`config.mk`:
```
export PLATFORM = sky130hd
export DESIGN_NAME = instr_encoder
export DESIGN_NICKNAME = d
export VERILOG_FILES = /design/src/rtl/instr_enc_pkg.sv /design/src/rtl/instr_encoder_fifo.sv /design/src/rtl/instr_encoder.sv
export SDC_FILE = /design/constraint.sdc
export NUM_CORES = 1
export LEC_CHECK = 0
export CORE_UTILIZATION = 52
export CTS_CLUSTER_DIAMETER = 80
export DETAILED_ROUTE_END_ITERATION = 16
export PLACE_DENSITY_LB_ADDON = 0.2
export SKIP_LAST_GASP = 1
export SLEW_MARGIN = 20
export SYNTH_ARGS = -nofsm -noshare
export SYNTH_HDL_FRONTEND = slang
export SYNTH_HIERARCHICAL = 1
export SYNTH_SLANG_ARGS = --single-unit
```
`constraint.sdc`:
```
create_clock -name clk -period 3.6 [get_ports clk]
set_input_delay 0.54 -clock clk [delete_from_list [all_inputs] [get_ports clk]]
set_output_delay 0.54 -clock clk [all_outputs]
set_load 0.1 [all_outputs]
```
`src/rtl/instr_enc_pkg.sv`:
```
// Shared constants for the RV64 load/store/branch instruction encoder.
package instr_enc_pkg;

    localparam int unsigned INSTR_W = 32;
    localparam int unsigned IMM_W   = 64;

    localparam logic [6:0] OPC_LOAD   = 7'b0000011;
    localparam logic [6:0] OPC_STORE  = 7'b0100011;
    localparam logic [6:0] OPC_BRANCH = 7'b1100011;

    typedef enum logic [1:0] {
        FMT_LOAD   = 2'd0,
        FMT_STORE  = 2'd1,
        FMT_BRANCH = 2'd2,
        FMT_RSVD   = 2'd3
    } fmt_e;

    typedef enum logic [1:0] {
        ERR_NONE  = 2'd0,
        ERR_RANGE = 2'd1,
        ERR_FMT   = 2'd2
    } err_e;

    // True when the 64-bit immediate is a sign extension of its low 12 bits.
    function automatic logic imm_fits12(input logic [IMM_W-1:0] imm);
        return (&imm[IMM_W-1:11]) || !(|imm[IMM_W-1:11]);
    endfunction

endpackage

```
`src/rtl/instr_encoder_fifo.sv`:
```
// Synchronous FIFO with registered occupancy; caller never pushes when full
// or pops when empty.
module sync_fifo #(
    parameter int unsigned DEPTH = 2,
    parameter int unsigned WIDTH = 32
) (
    input  logic             clk,
    input  logic             rst,
    input  logic             push,
    input  logic             pop,
    input  logic [WIDTH-1:0] wdata,
    output logic [WIDTH-1:0] rdata,
    output logic             full,
    output logic             empty
);

    localparam int unsigned AW = (DEPTH > 1) ? $clog2(DEPTH) : 1;
    localparam int unsigned CW = $clog2(DEPTH + 1);

    logic [WIDTH-1:0] mem [DEPTH];
    logic [AW-1:0]    wr_ptr;
    logic [AW-1:0]    rd_ptr;
    logic [CW-1:0]    count;

    // DEPTH is a power of two, so pointers wrap by natural overflow.
    always_ff @(posedge clk or posedge rst) begin
        if (rst) begin
            for (int i = 0; i < DEPTH; i++) mem[i] <= '0;
            wr_ptr <= '0;
            rd_ptr <= '0;
            count  <= '0;
        end else begin
            if (push) begin
                mem[wr_ptr] <= wdata;
                wr_ptr      <= wr_ptr + AW'(1);
            end
            if (pop) rd_ptr <= rd_ptr + AW'(1);
            if (push && !pop)      count <= count + CW'(1);
            else if (!push && pop) count <= count - CW'(1);
        end
    end

    assign rdata = mem[rd_ptr];
    assign full  = (count == CW'(DEPTH));
    assign empty = (count == '0);

endmodule

```
`src/rtl/instr_encoder.sv`:
```
// Packs format, registers, funct3 and a sign-extended immediate into an RV64
// load/store/branch word, queued through a small output FIFO.
module instr_encoder
    import instr_enc_pkg::*;
#(
    parameter int unsigned DEPTH = 2,
    parameter int unsigned CNT_W = 16
) (
    input  logic             clk,
    input  logic             rst,
    input  logic             in_valid,
    output logic             in_ready,
    input  logic [1:0]       in_fmt,
    input  logic [4:0]       in_rd,
    input  logic [4:0]       in_rs1,
    input  logic [4:0]       in_rs2,
    input  logic [2:0]       in_funct3,
    input  logic [63:0]      in_imm,
    output logic             out_valid,
    input  logic             out_ready,
    output logic [31:0]      out_instr,
    output logic             err_valid,
    output logic [1:0]       err_code,
    output logic [CNT_W-1:0] enc_count,
    output logic [CNT_W-1:0] err_count
);

    fmt_e               fmt;
    logic               imm_ok;
    logic               bad_fmt;
    logic               accept;
    logic               push;
    logic               pop;
    logic               full;
    logic               empty;
    logic [INSTR_W-1:0] word_c;

    assign fmt     = fmt_e'(in_fmt);
    assign imm_ok  = imm_fits12(in_imm);
    assign bad_fmt = (fmt == FMT_RSVD);
    assign accept  = in_valid && in_ready;
    assign push    = accept && !bad_fmt && imm_ok;
    assign pop     = out_valid && out_ready;

    // Branch immediates arrive in halfword units, so bit 0 of the byte offset is implicit.
    always_comb begin
        word_c = '0;
        case (fmt)
            FMT_LOAD:   word_c = {in_imm[11:0], in_rs1, in_funct3, in_rd, OPC_LOAD};
            FMT_STORE:  word_c = {in_imm[11:5], in_rs2, in_rs1, in_funct3,
                                  in_imm[4:0], OPC_STORE};
            FMT_BRANCH: word_c = {in_imm[11], in_imm[9:4], in_rs2, in_rs1, in_funct3,
                                  in_imm[3:0], in_imm[10], OPC_BRANCH};
            default:    word_c = '0;
        endcase
    end

    sync_fifo #(
        .DEPTH (DEPTH),
        .WIDTH (INSTR_W)
    ) u_fifo (
        .clk   (clk),
        .rst   (rst),
        .push  (push),
        .pop   (pop),
        .wdata (word_c),
        .rdata (out_instr),
        .full  (full),
        .empty (empty)
    );

    assign in_ready  = !full;
    assign out_valid = !empty;

    // Error reporting and counters; a reserved format outranks a range error.
    always_ff @(posedge clk or posedge rst) begin
        if (rst) begin
            err_valid <= 1'b0;
            err_code  <= ERR_NONE;
            enc_count <= '0;
            err_count <= '0;
        end else begin
            err_valid <= 1'b0;
            if (accept && (bad_fmt || !imm_ok)) begin
                err_valid <= 1'b1;
                err_code  <= bad_fmt ? ERR_FMT : ERR_RANGE;
                if (err_count != '1) err_count <= err_count + CNT_W'(1);
            end
            if (pop) enc_count <= enc_count + CNT_W'(1);
        end
    end

endmodule

```
======== Yosys cells after proc, flatten, opt, wreduce, memory -nomap -nowiden ========
Cells that the tools add are included.
storage, ports and cells
  bits in registers ....................... 103
  bits of input ports ..................... 88
  logic and storage cells ................. 59
operators by class
  $add $sub $neg .......................... 6
  $lt $le $gt $ge ......................... 3
  equal/unequal tests ..................... 5
  muxes and demuxes ....................... 11
  bitwise operators ....................... 2
  reduce and logical (&&, ||, !) cells .... 23
operator list
  kind                                                        number
  2-to-1 mux 32 bit                                           4
  one-hot mux 32 bit (3 select lines)                         1
  bitwise mux 64 bit                                          1
  AND reduction 53 bit                                        1
  OR reduction 53 bit                                         1
  adder 16 x 1 -> 16 bit, second input constant               2
  demux 32 bit (select 1 bit)                                 1
  inequality test 16 bit, second input constant               1
  logical AND 1 bit                                           8
  zero test 1 bit                                             7
  == test 2 bit, second input constant                        3
  2-to-1 mux 2 bit                                            3
  >= comparator 2 bit, second input constant                  2
  zero test 2 bit                                             2
  NOT 1 -> 2 bit                                              2
  adder 1 bit, second input constant                          2
  adder 2 x 1 -> 2 bit, second input constant                 1
  == test 2 x 1 -> 1 bit, second input constant               1
  logical OR 1 bit                                            2
  less-than comparator 2 x 1 -> 1 bit, second input constant  1
  AND reduction 2 bit                                         1
  nonzero test 2 bit                                          1
  subtractor 2 x 1 -> 2 bit, second input constant            1
  2-to-1 mux 1 bit                                            1

======== Logic depth before layout (Yosys ltp) ========
Gate-level depths: netlist of the first run.
  depth after elaboration ................. 9
  depth in mapped cells ................... 9
  gate-level depth less buffers ........... 9

======== Modules after synthesis ========
Netlist of the first run, hierarchy kept.
by module, submodules not included
  module         instances  cells each  area an instance (µm²)  sequential area each (µm²)
  sync_fifo      1          188         3089.2                  1701.6
  instr_encoder  1          240         2220.9                  875.8

======== Worst setup path after synthesis of the first run ========
No wires, ideal clock.
  kind .................................... input -> register
  start ................................... input in_imm[18]
  end ..................................... register u_fifo/mem[32] (netlist name)
  arrival ................................. 2.591 ns
  data required time ...................... 3.475 ns
  path slack .............................. 0.883 ns
  stages .................................. 8
  buffers on the path ..................... 2
  cell sequence ........................... or4_4 or4b_4 o21ai_0 and3_1 nand2b_1 buf_6 buf_12 mux2_4
on the way
  word-level cells in the longest chain between the ends .. 4
  elaborated cells between the ends (all ways) .. 5
  those cells by class .................... 5 x reduce/logical
RTL lines
  item                            line                      source
  start: declaration              instr_encoder.sv:18       input logic [63:0] in_imm,
  OR reduction 53 bit             instr_enc_pkg.sv:26       return (&imm[IMM_W-1:11]) || !(|imm[IMM_W-1:11]);
  zero test 1 bit                 instr_enc_pkg.sv:26
  logical OR 1 bit *              instr_enc_pkg.sv:26
  logical AND 1 bit *             instr_encoder.sv:42       assign push = accept && !bad_fmt && imm_ok;
  via push                        instr_encoder.sv:32       logic push;
  end signal: indexed assignment  instr_encoder_fifo.sv:34  mem[wr_ptr] <= wdata;
  end: declaration                instr_encoder_fifo.sv:20  logic [WIDTH-1:0] mem [DEPTH];
The timed path passes the listed nets; every way through them passes the cells marked *.
A chain may end at the register's enable or synchronous reset.

======== Final worst setup path of the first run ========
  start ................................... input in_imm[18]
  end ..................................... register u_fifo/mem[13] (netlist name)
Same word-level chain as after synthesis.

==> impl_metrics.toml, run 1 <==
[status]
outcome = "complete, no violations"

[route]
ant_nets = 0
drt_iter0_markers = 133
vias_per_cell = 5.408
avgRoutedWirePerCell_um = 16.55
num_vias = 3937
dr.pass1.iters = 4
drc = 0
routed_wl_um = 12050

[clock_network]
post_cts_buffers = 0
cts_root_buf = "clkbuf_8"
numCtsBuffers = 9
clock_latency_ns = 0.37
cts_sinks = 103
cts_resized = 0
cts_hold_buf = 0
cts_tree = "yes"
htree_levels = 3
clkTransAtPathRegs_ns = 0.10
clockBufferDepth = 2

[job]
cap_violations = 0

[synth]
mappedNetlistArea_um2 = 5310
ys_seq_area_share_pct = 48.54
yosys.cell_types.count = 36
synth.avg_cell_area_um2 = 12.41
ys_warn_count = 6
synth.most_common_cell = "dfrtp_1"
synthTopCellsByCount = "103 x dfrtp_1, 67 x mux2_2, 31 x mux2_4"
yosys.area.top_type = "dfrtp_1"
synth_top_area_share_pct = 48.54
synth_area_leaders = "dfrtp_1 49%, mux2_2 14%, mux2_4 8.8%"
ys_seq_elements = 103
async_reset_ff_share_pct = 100.0
synthCells = 428
ys.flop_type = "dfrtp_1"
synth_edf_count = 0

[critical_path]
start_kind = "input pin"
regToRegEndpoint = "err_count[10]$_DFFE_PP0P_"
r2r_cells = 5
timing.rr.start = "u_fifo/count[1]$_DFFE_PP0P_"
arrival_ns = 3.13
critPathKind = "in -> reg"
end_kind = "flip-flop"
cp_data_required_time_ns = 3.86
r2r_slack_ns = 1.53
path_max_fanout = 32

[final_layout]
register_area_um2 = 2577
area_growth_syn_to_layout_pct = 33.77
n_fill_cell = 726
fin_nets = 686
multi_input_area_um2 = 2570
drive_above_1_share_pct = 27.90
antennaDiodeCount = 0
post-route-util_pct = 72.34
fin_area_um2 = 7103

[floorplanning]
fp.dieW_um = 103.1
core_um2 = 9819
num_rows = 36
ios = 157
die_area_um2 = 10620
die_y_um = 103.1
start_util_pct = 54.08

[timing]
finalCritPeriodShare_pct = 79.61
worst_pin_slew_ns = 1.013
fin_skew_ns = 0.01009
post-route-min-period_ns = 2.866
grt_setup_unrepaired = "no"
setup_violations = 0
hold_viol_final = 0
fmax_ghz = 0.3489
max-slew-margin-rel_pct = 32.24
slew_violations = 0
setup_tns_ns = 0

[global_route]
grtUsageTotal_pct = 23.79
gr-total-overflow = 0
grt_max_degree = 36
grt_pass1_vias = 4062
grt_antenna_before_repair = 0
grt_pass1_wl_um = 19380

[power]
intPower_w = 0.002016
p_comb_share_pct = 42.6
p_seq_share_pct = 38.2
peakVddDrop_mv = 1.010
switching_share_pct = 45.48
power_density_nw_per_um2 = 520.6
power_w = 0.003698
p_leak_nw = 3.395
p_sw_w = 0.001682
clkPwrFrac_pct = 19.2

[min_path]
holdCritStartpoint = "enc_count[15]$_DFFE_PP0P_"
worstHoldPathType = "reg -> reg"
min_path_cells = 1
whs_endpoint = "enc_count[15]$_DFFE_PP0P_"

[placement]
place_hpwl_um = 8762
port_buffers = 156
place_congestion = 0.8454
placed_area_um2 = 6913
## power by group through the flow
stage	sequential (W)	clock (W)	combinational (W)
after CTS	0.00141	0.000730	0.00158
after global routing	0.00144	0.000778	0.00165
after detailed placement	0.00143	0	0.00158
after global placement	0.00143	0	0.00156
final	0.00141	0.000709	0.00158
after floorplan	0.00208	0	0.000494
## cells in the final DEF (no fill, tap or decap), types with 12 or more instances in the layout
cell	instances
dfrtp_1	103
clkdlybuf4s50_1	124
xor2_1	23
buf_4	40
nor2_1	26
nor4_1	19
a22oi_1	12
nand2_1	14
xnor2_1	12
mux2_4	31
mux2_2	67
nand4_1	22
nand3_1	12
## how the worst max path moves through the flow
stage	from	end	slack, ns	depth (start not counted)
5_1_grt	in_imm[18]	u_fifo/mem[9]$_DFFE_PP0P_	0.60	8
3_3_place_gp	in_imm[18]	u_fifo/mem[18]$_DFFE_PP0P_	0.36	8
4_1_cts	in_imm[18]	u_fifo/mem[13]$_DFFE_PP0P_	0.74	8
2_1_floorplan	in_imm[18]	u_fifo/mem[32]$_DFFE_PP0P_	0.88	8
3_5_place_dp	in_imm[18]	u_fifo/mem[20]$_DFFE_PP0P_	0.34	8
6_report	in_imm[18]	u_fifo/mem[13]$_DFFE_PP0P_	0.73	8
## area by class of cell
class / count / share of cell area, %
Tap cell: 133 / 2.343
Timing Repair Buffer: 165 / 21.98
Clock inverter: 6 / 0.7398
Multi-Input combinational cell: 301 / 36.18
Inverter: 10 / 0.5284
Sequential cell: 103 / 36.29
Clock buffer: 10 / 1.938
## stage by stage
stage | setup slack, ns | hold slack (ns) | std cells
after detailed placement | 0.3357 | 0.4690 | 712
after global routing | 0.5986 | 0.5071 | 728
after global placement | 0.3597 | 0.4635 | 712
after floorplan | 0.8835 | 0.4543 | 433
after CTS | 0.7358 | 0.4841 | 728
final | 0.7341 | 0.4784 | 728
## kinds of logic after synthesis
logic type	count (synthesis)	synth area share (%)
other cells	1	0.07062
compound gates	21	3.369
fa+ha+maj	8	1.885
buf+inv	29	3.464
simple gates	133	13.93
flops	103	48.54
mux	98	22.97
xor+xnor	35	5.773
## sequential cells by signal, indices dropped and copies added (netlist names)
signal         count
enc_count         16
u_fifo/rd_ptr      1
err_valid          1
u_fifo/wr_ptr      1
u_fifo/mem        64
u_fifo/count       2
err_count         16
err_code           2
## critical path: stages
cell and delay (ns):
clkdlybuf4s50_1 0.42, or4_4 0.55, or4b_4 0.53, o21ai_0 0.14, and3_1 0.26, nand2_1 0.07, buf_4 0.27, mux2_2 0.33
## metal layers
layer | share of wire, % | global-route usage, %
met3 | 5.1 | 4.407
met4 | 2.1 | 8.667
met5 | 0 | 0
met2 | 48 | 39.28
met1 | 45 | 31.46
No activity file was read; power rests on OpenSTA's default activity.
==> inputs of run 2 (changes only) <==
CORE_UTILIZATION = 43   (was 52)
clock period = 2.3 ns   (was 3.6 ns; I/O delays follow)
==> run 2 against run 1 <==
Effect of this change: the run now ends with setup timing left; critical path depth is 2 higher; die area grew 20%; worst setup slack got worse by 0.80 ns; clock power increased by 97%; register-to-register slack lost 1.3 ns; non-clock buffer count rose by 39; flip-flop and latch count unchanged; final cell count up 7.3%; sequential power rose by 60%; cell area increased by 13%; sequential share of layout area decreased by 4.0 points; largest cell class is now multi-input gates; highest routed layer unchanged.
==> impl_metrics.toml, run 2 (same netlist as run 1, synthesis figures left out) <==
[status]
outcome = "complete, but fails checks"
violations = "setup timing"

[critical_path]
start_kind = "input pin"
cpMostUsedCell = "buf_6"
path_buf_inv = 4
path_cells = "buf_6, or4_4, or4b_4, o21ai_2, and3_4, buf_6, nand2b_4, buf_12, buf_16, mux2_4"
cpPeakStageDelay_ns = 0.53
cp_slowest_cell = "or4_4"
cp_data_required_time_ns = 2.52
crit_path_start = "in_imm[24]"
critPathKind = "in -> reg"
timing.rr.start = "u_fifo/count[1]$_DFFE_PP0P_"
arrival_ns = 2.59
path_max_fanout = 7
end_kind = "flip-flop"
critical_path.top_delay_family = "simple AND/OR/NAND/NOR gates"

[final_layout]
area_growth_syn_to_layout_pct = 51.06
antennaDiodeCount = 0
largest-register = "u_fifo/mem"
layout_common_cells = "94 x dfrtp_1, 70 x buf_4, 67 x mux2_2, 64 x clkdlybuf4s50_1, 39 x buf_12"
final_common_cell = "dfrtp_1"
fin_nets = 725
largest_register_ffs = 64
reg.largest.list = "u_fifo/mem: 64 flops, enc_count: 16 flops, err_count: 16 flops"
drive_above_1_share_pct = 43.69

[power]
power_density_nw_per_um2 = 766.7
p_sw_w = 0.002681
peakVddDrop_mv = 1.345
intPower_w = 0.003470
p_leak_nw = 3.887
p_seq_share_pct = 36.6
power_w = 0.006150
p_comb_share_pct = 40.6
clkPwrFrac_pct = 22.8
switching_share_pct = 43.58

[floorplanning]
fp.dieW_um = 113.1
die_area_um2 = 12800
ios = 157
core_um2 = 12010
die_y_um = 113.1
start_util_pct = 44.21
num_rows = 40

[clock_network]
clock_latency_ns = 0.34
cts_root_buf = "clkbuf_16"
clockBufferDepth = 2
htree_levels = 3
numCtsBuffers = 9
cts_hold_buf = 0
cts_tree = "yes"
cts_sinks = 103
clkTransAtPathRegs_ns = 0.07

[global_route]
gr-total-overflow = 0
grt_antenna_before_repair = 0
grt_max_degree = 50
grt_pass1_vias = 4412
grtUsageTotal_pct = 21.36
grt_pass1_wl_um = 21520

[timing]
setup_tns_ns = -2.102
finalWorstSetupSlack_ns = -0.06654
grt_setup_unrepaired = "yes"
fmax_ghz = 0.4226
fin_skew_ns = 0.008266
finalCritPeriodShare_pct = 102.9
setup_violations = 63
max-slew-margin-rel_pct = 51.88
post-route-min-period_ns = 2.367
worst_pin_slew_ns = 0.7192
hold_viol_final = 0
slew_violations = 0
whs_ns = 0.2441

[job]
cap_violations = 0

[min_path]
worstHoldPathType = "in -> async"

[route]
routed_wl_um = 13650
ant_nets = 0
avgRoutedWirePerCell_um = 17.48
dr.pass1.iters = 6
num_vias = 4200
vias_per_cell = 5.378
drc = 0
drt_iter0_markers = 212

[placement]
place_congestion = 0.8238
port_buffers = 156
place_hpwl_um = 9370
run 2: per-stage QoR:
| step | utilization [%] | worst slack (ns) | area [µm²] | cells |
|---|---|---|---|---|
| detailed placement | 62.50 | -0.6477 | 7507 | 753 |
| global route | 66.78 | -0.1030 | 8021 | 781 |
| global placement | 62.50 | -0.5895 | 7507 | 753 |
| CTS | 66.59 | -0.06147 | 7999 | 780 |
| floorplan | - | -0.1521 | 5356 | 433 |
| finish | 66.78 | -0.06654 | 8021 | 781 |
run 2: worst register-to-register path, cell delays in order (launching register included):
cell	delay [ns]
dfrtp_1	0.40
nor2b_1	0.17
nor2b_1	0.36
and3_4	0.28
buf_6	0.10
nand2b_4	0.08
buf_12	0.15
buf_16	0.15
mux2_4	0.30
run 2: metal layers:
metal	wire length [µm]	vias to the layer above	global-route usage [%]
met5	0	-	0
met1	5854	2075	26.18
met2	6785	150	37.75
met3	788	18	4.446
met4	223	0	6.491
li1	-	1957	-
run 2: final cells by class:
cell class                 instances  area (µm²)
multi-input combinational        301        2640
timing repair buffer             204        2303
fill                             887        3990
sequential                       103        2589
inverter                          10       37.54
clock inverter                     5       35.03
tap                              147       183.9
clock buffer                      11       232.7
run 2: path summary, 6_finish.rpt:
| check | cells past startpoint | slack [ns] | endpoint |
|---|---|---|---|
| setup / recovery | 10 | -0.07 | u_fifo/mem[37]$_DFFE_PP0P_ |
| max in group asynchronous | 3 | 1.31 | u_fifo/mem[63]$_DFFE_PP0P_ |
| min in group clk | 1 | 0.48 | err_count[4]$_DFFE_PP0P_ |
| hold reg to reg | 1 | 0.48 | err_count[4]$_DFFE_PP0P_ |
| hold / removal | 2 | 0.24 | enc_count[6]$_DFFE_PP0P_ |
| setup reg to reg | 8 | 0.21 | u_fifo/mem[37]$_DFFE_PP0P_ |
run 2: power by group through the flow:
stage                     combinational, W  sequential [W]  clock (W)
final                              0.00250         0.00225    0.00140
after global routing               0.00261         0.00228    0.00151
after CTS                          0.00251         0.00225    0.00144
after detailed placement           0.00251         0.00228          0
after global placement             0.00247         0.00226          0
after floorplan                   0.000772         0.00327          0
run 2: timing repair:
item / in CTS / in global routing
gates cloned: 5 / 1
resized for setup: 72 / 18
setup buffers: 6 / 0
setup endpoints to repair: 66 / 66
hold endpoints to repair: 0 / 0
pin swaps: 10 / 12
